## src/rtl/cache_refill_ctrl_if.sv

```systemverilog
// Data-memory read port used by the refill controller.
// One single-word request per beat, answered by rvalid/rdata.
interface cache_refill_ctrl_if #(
    parameter int ADDR_WIDTH = 32,
    parameter int DATA_WIDTH = 32
);
    logic                  mem_req;
    logic [ADDR_WIDTH-1:0] mem_addr;
    logic                  mem_rvalid;
    logic [DATA_WIDTH-1:0] mem_rdata;

    modport master (
        output mem_req,
        output mem_addr,
        input  mem_rvalid,
        input  mem_rdata
    );

    modport slave (
        input  mem_req,
        input  mem_addr,
        output mem_rvalid,
        output mem_rdata
    );
endinterface

```

## src/rtl/cache_refill_ctrl.sv

```systemverilog
// Load-miss refill for a 4-word-block direct-mapped data cache.
// Fetches the block word by word, then strobes it into the cache.
module cache_refill_ctrl #(
    parameter int DATA_WIDTH = 32,
    parameter int ADDR_WIDTH = 32,
    parameter int CNT_WIDTH  = 16
) (
    input  logic                  clk,
    input  logic                  rst_n,
    input  logic                  req_valid,
    input  logic [ADDR_WIDTH-1:0] req_addr,
    input  logic                  hit,
    output logic                  stall,
    cache_refill_ctrl_if.master   mem,
    output logic                  fill_we,
    output logic [ADDR_WIDTH-1:0] fill_addr,
    output logic [DATA_WIDTH-1:0] d0,
    output logic [DATA_WIDTH-1:0] d1,
    output logic [DATA_WIDTH-1:0] d2,
    output logic [DATA_WIDTH-1:0] d3,
    output logic [CNT_WIDTH-1:0]  miss_count
);

    typedef enum logic [1:0] {
        S_IDLE,
        S_ISSUE,
        S_WAIT,
        S_FILL
    } state_t;

    state_t                state_q;
    state_t                state_d;
    logic [1:0]            beat_q;
    logic [ADDR_WIDTH-1:0] base_q;
    logic [DATA_WIDTH-1:0] d_q [4];
    logic                  start;
    logic                  capture;

    // State register
    always_ff @(posedge clk or negedge rst_n) begin
        if (!rst_n) begin
            state_q <= S_IDLE;
        end else begin
            state_q <= state_d;
        end
    end

    // Next state and per-state outputs
    always_comb begin
        state_d      = state_q;
        mem.mem_req  = 1'b0;
        mem.mem_addr = '0;
        fill_we      = 1'b0;
        start        = 1'b0;
        capture      = 1'b0;
        unique case (state_q)
            S_IDLE: begin
                if (req_valid && !hit) begin
                    start   = 1'b1;
                    state_d = S_ISSUE;
                end
            end
            S_ISSUE: begin
                mem.mem_req  = 1'b1;
                mem.mem_addr = {base_q[ADDR_WIDTH-1:4], beat_q, 2'b00};
                state_d      = S_WAIT;
            end
            S_WAIT: begin
                mem.mem_addr = {base_q[ADDR_WIDTH-1:4], beat_q, 2'b00};
                if (mem.mem_rvalid) begin
                    capture = 1'b1;
                    state_d = (beat_q == 2'd3) ? S_FILL : S_ISSUE;
                end
            end
            S_FILL: begin
                fill_we = 1'b1;
                state_d = S_IDLE;
            end
            default: state_d = S_IDLE;
        endcase
    end

    // Block base, beat index, captured words and miss counter
    always_ff @(posedge clk or negedge rst_n) begin
        if (!rst_n) begin
            beat_q     <= 2'd0;
            base_q     <= '0;
            miss_count <= '0;
            for (int i = 0; i < 4; i++) begin
                d_q[i] <= '0;
            end
        end else begin
            if (start) begin
                base_q <= {req_addr[ADDR_WIDTH-1:4], 4'b0000};
                beat_q <= 2'd0;
                if (miss_count != '1) begin
                    miss_count <= miss_count + CNT_WIDTH'(1);
                end
            end
            if (capture) begin
                d_q[beat_q] <= mem.mem_rdata;
                if (beat_q != 2'd3) begin
                    beat_q <= beat_q + 2'd1;
                end
            end
        end
    end

    // The miss cycle itself must stall, so this stays combinational
    assign stall     = (state_q != S_IDLE) | (req_valid & ~hit);
    assign fill_addr = base_q;
    assign d0        = d_q[0];
    assign d1        = d_q[1];
    assign d2        = d_q[2];
    assign d3        = d_q[3];

endmodule

```

## src/flat_wrapper.sv

```systemverilog
// flat-port wrapper written by rule: the top's interface ports become plain ports
module cache_refill_ctrl_flat 
#(
    parameter int DATA_WIDTH = 32,
    parameter int ADDR_WIDTH = 32,
    parameter int CNT_WIDTH  = 16
)
  (clk, rst_n, req_valid, req_addr, hit, stall, fill_we, fill_addr, d0, d1, d2, d3, miss_count, mem_mem_req, mem_mem_addr, mem_mem_rvalid, mem_mem_rdata);
  cache_refill_ctrl_if #(.ADDR_WIDTH(ADDR_WIDTH), .DATA_WIDTH(DATA_WIDTH)) mem_i ();
  input  logic clk;
  input  logic rst_n;
  input  logic req_valid;
  input  logic [ADDR_WIDTH-1:0] req_addr;
  input  logic hit;
  output logic stall;
  output logic fill_we;
  output logic [ADDR_WIDTH-1:0] fill_addr;
  output logic [DATA_WIDTH-1:0] d0;
  output logic [DATA_WIDTH-1:0] d1;
  output logic [DATA_WIDTH-1:0] d2;
  output logic [DATA_WIDTH-1:0] d3;
  output logic [CNT_WIDTH-1:0] miss_count;
  output wire logic [$bits(mem_i.mem_req)-1:0] mem_mem_req;
  output wire logic [$bits(mem_i.mem_addr)-1:0] mem_mem_addr;
  input wire logic [$bits(mem_i.mem_rvalid)-1:0] mem_mem_rvalid;
  input wire logic [$bits(mem_i.mem_rdata)-1:0] mem_mem_rdata;
  assign mem_mem_req = mem_i.mem_req;
  assign mem_mem_addr = mem_i.mem_addr;
  assign mem_i.mem_rvalid = mem_mem_rvalid;
  assign mem_i.mem_rdata = mem_mem_rdata;
  cache_refill_ctrl #(.DATA_WIDTH(DATA_WIDTH), .ADDR_WIDTH(ADDR_WIDTH), .CNT_WIDTH(CNT_WIDTH)) u_core (.clk(clk), .rst_n(rst_n), .req_valid(req_valid), .req_addr(req_addr), .hit(hit), .stall(stall), .mem(mem_i), .fill_we(fill_we), .fill_addr(fill_addr), .d0(d0), .d1(d1), .d2(d2), .d3(d3), .miss_count(miss_count));
endmodule
```

## config.mk

```make
export PLATFORM = sky130hd
export DESIGN_NAME = cache_refill_ctrl_flat
export DESIGN_NICKNAME = d
export VERILOG_FILES = /design/src/rtl/cache_refill_ctrl_if.sv /design/src/rtl/cache_refill_ctrl.sv /design/src/flat_wrapper.sv
export SDC_FILE = /design/constraint.sdc
export NUM_CORES = 1
export LEC_CHECK = 0
export BUFFER_PORTS_ARGS = -buffer_cell sky130_fd_sc_hd__buf_2
export CAP_MARGIN = 20
export CELL_PAD_IN_SITES_DETAIL_PLACEMENT = 0
export CELL_PAD_IN_SITES_GLOBAL_PLACEMENT = 1
export CORE_UTILIZATION = 34
export DETAILED_ROUTE_END_ITERATION = 7
export PLACE_DENSITY = 0.82
export SYNTH_ARGS = -nofsm -noshare
export SYNTH_HDL_FRONTEND = slang
export SYNTH_SLANG_ARGS = --single-unit
```

## constraint.sdc

```tcl
create_clock -name clk -period 1.6 [get_ports clk]
set_input_delay 0.24 -clock clk [delete_from_list [all_inputs] [get_ports clk]]
set_output_delay 0.24 -clock clk [all_outputs]
set_load 0.01 [all_outputs]
```

==> out/qor.txt, run 1 <==
status -> finished with violations
failing checks -> setup timing
FF+latch count, synth -> 176
Core Footprint -> 0.02049 mm2
flop2flop setup slack -> -0.05 ns
Clock transition at path regs -> 0.07 ns
Total GRT Usage -> 0.1682
most frequent cells in the layout -> buf_2, dfrtp_1, mux2_2
leading cell type in the layout, fill and taps excluded -> buf_2
RSZ-0062 raised after global routing -> true
final hold vios -> 0
NetSw -> 7.144 mW
Worst path top cell family by delay -> flip-flops
CTS tree -> built
number of port buffers -> 269
clock skew -> 0.01774 ns
number of buffers and inverters on the critical path -> 3
Num CTS Buffers -> 17
Die Height -> 147.4 um
final worst-path setup slack -> -0.2014 ns
Bufs on Longest Clock Path -> 2
reg2reg path depth -> 6
worst skew pair latency -> 0.42 ns
Max VDD drop -> 928.0 uV
Initial DRT Pass Iterations -> 4
Syn Area/Cell -> 13.29 um2
final setup fails -> 118
Max Cap Violations -> 0
PwrDens -> 1870 mW/mm2
Distinct cells, synth -> 39
Sw Ratio -> 0.3544
CP Capture Type -> output pin
CTS H-Tree Depth -> 4
HPWL Detailed -> 12,650 um
# diodes -> 0
Reg area -> 0.004405 mm2
WP data required -> 1.36 ns
WP depth -> 5
Synth Area in XOR/XNOR -> 0.01218
main combinational cell family by area after synthesis -> multiplexers
Root Driver -> clkbuf_16
share of layout cells above drive strength 1 -> 0.5788
crit path DAT -> 1.56 ns
Post-Syn Area -> 0.007191 mm2
remaining antenna violation count -> 0
Die X -> 147.4 um
Comb power frac -> 0.430
fillcell total -> 1,754
Peak Freq -> 0.5551 GHz
slowest cell on the critical path -> dfrtp_1
die area -> 0.02173 mm2
sequential power share -> 0.363
period utilisation layout -> 1.126
CP Launch Type -> register
crit-path cells -> inv_2 -> ha_4 -> buf_12 -> and2_1 -> buf_2
# DRC -> 0
sequential share of the synthesized area -> 0.6125
Compound-Gate Fraction of Synth Area -> 0.02018
multi-input logic area -> 0.002937 mm2
P_leak -> 5.779 nW
Hold WS -> 0.01949 ns
Power Total -> 20.16 mW
# clock sinks -> 176
Max FO, Critical Path -> 15
synth warn -> 0
final WL -> 20,310 um
largest net degree at the start of global routing -> 43
slowest stage delay, CP -> 0.40 ns
initial core utilization -> 0.3509
Adder-Cell Fraction of Synth Area -> 0.01566
P&R area growth vs syn -> 49.89%
worst hold-check path type -> input pin to register
Pins Over Slew Limit -> 0
drt wl/cell -> 17.26 um
Final min period -> 1.801 ns
GP Congestion -> 0.7552
post-synthesis mux area share -> 0.2052
part of the power in the clock network -> 0.206
nets -> 972
Synth Area in Simple Gates -> 0.1081
Iter 0 DRT Violations -> 155
initial antenna violation count -> 0
Row Count -> 52
crit path kind -> register to output pin
P_int -> 13.01 mW
vias in the first global route -> 5,285
worst hold stages -> 3
vias per inst -> 4.655
gr ovfl total -> 0
I/O Pins -> 280
via count -> 5,479
first-pass GRT wire length -> 28,530 um
Mapped Cells -> 541
## cell usage after synthesis
| cell | instances | area (um2) |
|---|---|---|
| nand3_4 | 2 | 35.03 |
| a31oi_1 | 2 | 12.51 |
| xor2_1 | 3 | 26.28 |
| o21a_1 | 3 | 22.52 |
| xnor2_1 | 7 | 61.31 |
| nor2_1 | 6 | 22.52 |
| and4_2 | 1 | 10.01 |
| inv_2 | 1 | 3.750 |
| nand3b_4 | 1 | 20.02 |
| inv_1 | 7 | 26.28 |
| a22oi_1 | 1 | 7.510 |
| clkbuf_2 | 1 | 5.000 |
| and4_1 | 1 | 8.760 |
| clkbuf_1 | 6 | 22.52 |
| dfrtp_1 | 176 | 4404 |
| o211ai_1 | 4 | 30.03 |
| nor4_4 | 1 | 21.27 |
| and3b_1 | 1 | 8.760 |
| buf_4 | 7 | 52.55 |
| nor3_1 | 5 | 25.02 |
| nand4_1 | 2 | 12.51 |
| mux2_2 | 130 | 1464 |
| and2_1 | 30 | 187.7 |
| o21ai_2 | 1 | 8.760 |
| and3_1 | 1 | 6.260 |
| nand2b_1 | 1 | 6.260 |
| mux2_1 | 1 | 11.26 |
| a22o_1 | 1 | 8.760 |
| a21oi_1 | 3 | 15.01 |
| or2_1 | 1 | 6.260 |
| o22a_1 | 1 | 8.760 |
| o21ai_0 | 4 | 20.02 |
| buf_2 | 15 | 75.07 |
| nand2_1 | 90 | 337.8 |
| ha_1 | 9 | 112.6 |
| o2111a_1 | 1 | 11.26 |
| nand4b_1 | 1 | 8.760 |
| nand3_1 | 12 | 60.06 |
| conb_1 | 1 | 3.750 |
## stage by stage
step	instances	setup slack, ns	utilization	area (um2)	setup TNS, ns
2_1_floorplan	546	-0.02141	-	7216	-2.159
3_3_place_gp	1099	-0.04443	0.4492	9206	-0.05087
3_5_place_dp	1099	-0.07044	0.4492	9206	-0.2385
4_1_cts	1161	-0.1967	0.4979	10200	-5.682
5_1_grt	1177	-0.2767	0.5259	10780	-16.62
6_report	1177	-0.2014	0.5259	10780	-7.477
## routing by layer
layer,share of wire,vias to the layer above,track usage
met2,0.48,180,0.2759
li1,-,2540,-
met4,0.014,0,0.05000
met3,0.044,23,0.03642
met5,0,-,0
met1,0.46,2736,0.2231
## timing repair
action / CTS / global route
resized for setup: 20 / 73
gates cloned: 0 / 12
pin swaps: 1 / 15
endpoints found under the setup margin: 41 / 156
buffers inserted: 5 / 7
hold buffers: 25 / 0
endpoints found under the hold margin: 58 / 0
## flip-flops by register name, indices dropped and copies added, names as in the netlist
signal             count
u_core.beat_q          2
u_core.d0             32
u_core.d1             32
u_core.d2             32
u_core.d3             32
u_core.fill_addr      28
u_core.miss_count     16
u_core.state_q         2
## logic make-up after synthesis
logic type	count (synthesis)
flops	176
xor+xnor	10
other cells	1
compound gates	21
buf+inv	37
fa+ha+maj	9
mux	131
simple gates	156
## area by class of cell
type | count | share of cell area
flip-flops and latches | 176 | 0.4088
multi-input cells | 333 | 0.2725
repair buffers | 358 | 0.2285
clock buffers | 18 | 0.04075
well taps | 270 | 0.03134
clock inverters | 14 | 0.01544
inverters | 8 | 0.002786
## worst paths after layout
path,from,end
max,u_core.state_q[1]$_DFFE_PN0P_,mem_mem_addr[5]
min,req_addr[7],u_core.fill_addr[7]$_DFFE_PN0P_
max reg2reg,u_core.state_q[1]$_DFFE_PN0P_,u_core.d2[19]$_DFFE_PN0P_
min reg2reg,u_core.fill_addr[11]$_DFFE_PN0P_,u_core.fill_addr[11]$_DFFE_PN0P_
max in group asynchronous,rst_n,u_core.d1[22]$_DFFE_PN0P_
min in group asynchronous,rst_n,u_core.d2[19]$_DFFE_PN0P_
## power by group through the flow
| stage | Clock [mW] | Combinational [mW] | Sequential (mW) |
|---|---|---|---|
| 2_1_floorplan | 0 | 3.00 | 8.19 |
| 3_3_place_gp | 0 | 7.21 | 7.29 |
| 3_5_place_dp | 0 | 7.35 | 7.37 |
| 4_1_cts | 4.28 | 7.95 | 7.29 |
| 5_1_grt | 4.44 | 9.33 | 7.56 |
| 6_report | 4.16 | 8.67 | 7.33 |
## worst register-to-register path, stage by stage (launching register included)
cell     delay, ns
dfrtp_1       0.40
buf_6         0.12
buf_6         0.11
ha_4          0.19
nand3_4       0.16
buf_12        0.19
mux2_2        0.36
No activity file was read; power rests on OpenSTA's default activity.
==> run 2, diff against run 1 <==
Settings changed: BUFFER_PORTS_ARGS -buffer_cell sky130_fd_sc_hd__buf_2 to -buffer_cell sky130_fd_sc_hd__buf_4, CORE_UTILIZATION 34 to 35, HOLD_SLACK_MARGIN set to 0.12, PLACE_DENSITY 0.82 to 0.81.
Clock period 1.6 ns to 2.22 ns, I/O delays scaled along.
==> run 2 against run 1 <==
The run now ends clean. Worst setup slack better by 0.37 ns. Flip-flop and latch count is the same. Sequential power is 27% lower. Clock skew decreased by 0.0058 ns. Critical endpoint is now mem_mem_addr[17].
==> out/qor.txt, run 2 (synthesis gave the netlist of run 1 again) <==
placed insts -> 1,073
share of layout cells above drive strength 1 -> 0.5324
reg2reg path depth -> 6
P_leak -> 5.339 nW
worst hold-check path type -> input pin to register
Root Driver -> clkbuf_16
slew of the pin with the lowest slew margin -> 0.6035 ns
Layout Cells excl Fill -> 1,134
worst hold stages -> 2
Hold WS -> 0.1598 ns
CP Capture Type -> output pin
vias per inst -> 4.587
Core Footprint -> 0.02017 mm2
GP Congestion -> 0.7807
WP data required -> 1.89 ns
NetSw -> 4.849 mW
crit path kind -> register to output pin
fillcell total -> 1,817
multi-input logic area -> 0.002653 mm2
gr ovfl total -> 0
# DRC -> 0
Iter 0 DRT Violations -> 114
status -> finished clean
CTS H-Tree Depth -> 4
HPWL Detailed -> 12,810 um
Num CTS Buffers -> 17
Row Count -> 52
Bufs on Longest Clock Path -> 2
Initial DRT Pass Iterations -> 4
PwrDens -> 1361 mW/mm2
Fin Setup TNS -> 0 ns
part of the power in the clock network -> 0.202
initial antenna violation count -> 0
CTS tree -> built
Die Height -> 145.3 um
most frequent cells in the layout -> buf_4, dfrtp_1, mux2_2
reg-to-reg startpoint -> u_core.state_q[0]$_DFFE_PN0P_
CP Launch Type -> register
Reg area -> 0.004404 mm2
via count -> 5,202
min-delay src -> mem_mem_rdata[15]
leading cell type in the layout, fill and taps excluded -> buf_4
Clock transition at path regs -> 0.08 ns
final WL -> 17,960 um
Relative slew margins -> 0.5977
nets -> 929
RSZ-0062 raised after global routing -> false
Peak Freq -> 0.4864 GHz
Sw Ratio -> 0.3392
drt wl/cell -> 15.84 um
crit path DAT -> 1.72 ns
Total GRT Usage -> 0.1757
worst skew pair latency -> 0.43 ns
final setup fails -> 0
Comb power frac -> 0.423
P&R area growth vs syn -> 46.11%
initial core utilization -> 0.3565
# clock sinks -> 176
Power Total -> 14.30 mW
P_int -> 9.447 mW
clock skew -> 0.01194 ns
critical path startpoint -> u_core.state_q[0]$_DFFE_PN0P_
Die X -> 145.3 um
Max FO, Critical Path -> 30
Max Cap Violations -> 0
Max VDD drop -> 521.5 uV
# diodes -> 0
vias in the first global route -> 5,393
Final min period -> 2.056 ns
I/O Pins -> 280
period utilisation layout -> 0.9261
setup bufs post-CTS -> 0
number of port buffers -> 269
sequential power share -> 0.375
first-pass GRT wire length -> 29,300 um
Pins Over Slew Limit -> 0
largest net degree at the start of global routing -> 65
die area -> 0.02112 mm2
remaining antenna violation count -> 0
final hold vios -> 0
-- run 2: timing repair --
item | 4_1_cts | 5_1_grt
setup endpoints to repair | 30 | 0
hold endpoints to repair | 86 | 0
hold buffers | 29 | 0
resized for setup | 2 | 0
-- run 2: area by class of cell --
| type | count | area share |
|---|---|---|
| clock buffers | 17 | 0.04049 |
| inverters | 8 | 0.002858 |
| well taps | 270 | 0.03215 |
| multi-input cells | 333 | 0.2525 |
| clock inverters | 15 | 0.01334 |
| repair buffers | 315 | 0.2395 |
| flip-flops and latches | 176 | 0.4192 |
-- run 2: per-stage QoR --
stage            util  area (um2)  setup WS, ns
6_report       0.5209       10510        0.1641
5_1_grt        0.5209       10510       0.03228
4_1_cts        0.5209       10510        0.1367
3_5_place_dp   0.4779        9638        0.1732
3_3_place_gp   0.4779        9638        0.2651
2_1_floorplan       -        7209        0.5619
-- run 2: final timing paths --
| path | end | slack [ns] |
|---|---|---|
| max | mem_mem_addr[17] | 0.16 |
| min | u_core.d1[15]$_DFFE_PN0P_ | 0.16 |
| max reg2reg | u_core.beat_q[0]$_DFF_PN0_ | 0.33 |
| min in group asynchronous | u_core.d3[23]$_DFFE_PN0P_ | 0.46 |
| max in group asynchronous | u_core.miss_count[9]$_DFFE_PN0P_ | 1.10 |
| min reg2reg | u_core.d1[6]$_DFFE_PN0P_ | 0.51 |
-- run 2: routing by layer --
layer,wire length [um],track usage,vias up,part of all wire
met4,141,0.04263,0,0.0079
li1,-,-,2453,-
met1,7875,0.2261,2552,0.44
met2,8797,0.2928,183,0.49
met3,1144,0.04953,14,0.064
met5,0,0,-,0
-- run 2: power groups by stage --
| stage | combinational [mW] | clock [mW] | sequential (mW) |
|---|---|---|---|
| floorplan | 2.16 | 0 | 5.90 |
| finish | 6.05 | 2.88 | 5.36 |
| global placement | 5.94 | 0 | 5.37 |
| detailed placement | 6.05 | 0 | 5.42 |
| CTS | 6.14 | 2.98 | 5.37 |
| global route | 6.51 | 3.10 | 5.56 |
-- run 2: worst max-delay path, stage by stage, from the launching register on --
cell and delay, ns:
dfrtp_1 0.42, inv_1 0.11, ha_4 0.45, and2_1 0.19, buf_4 0.12
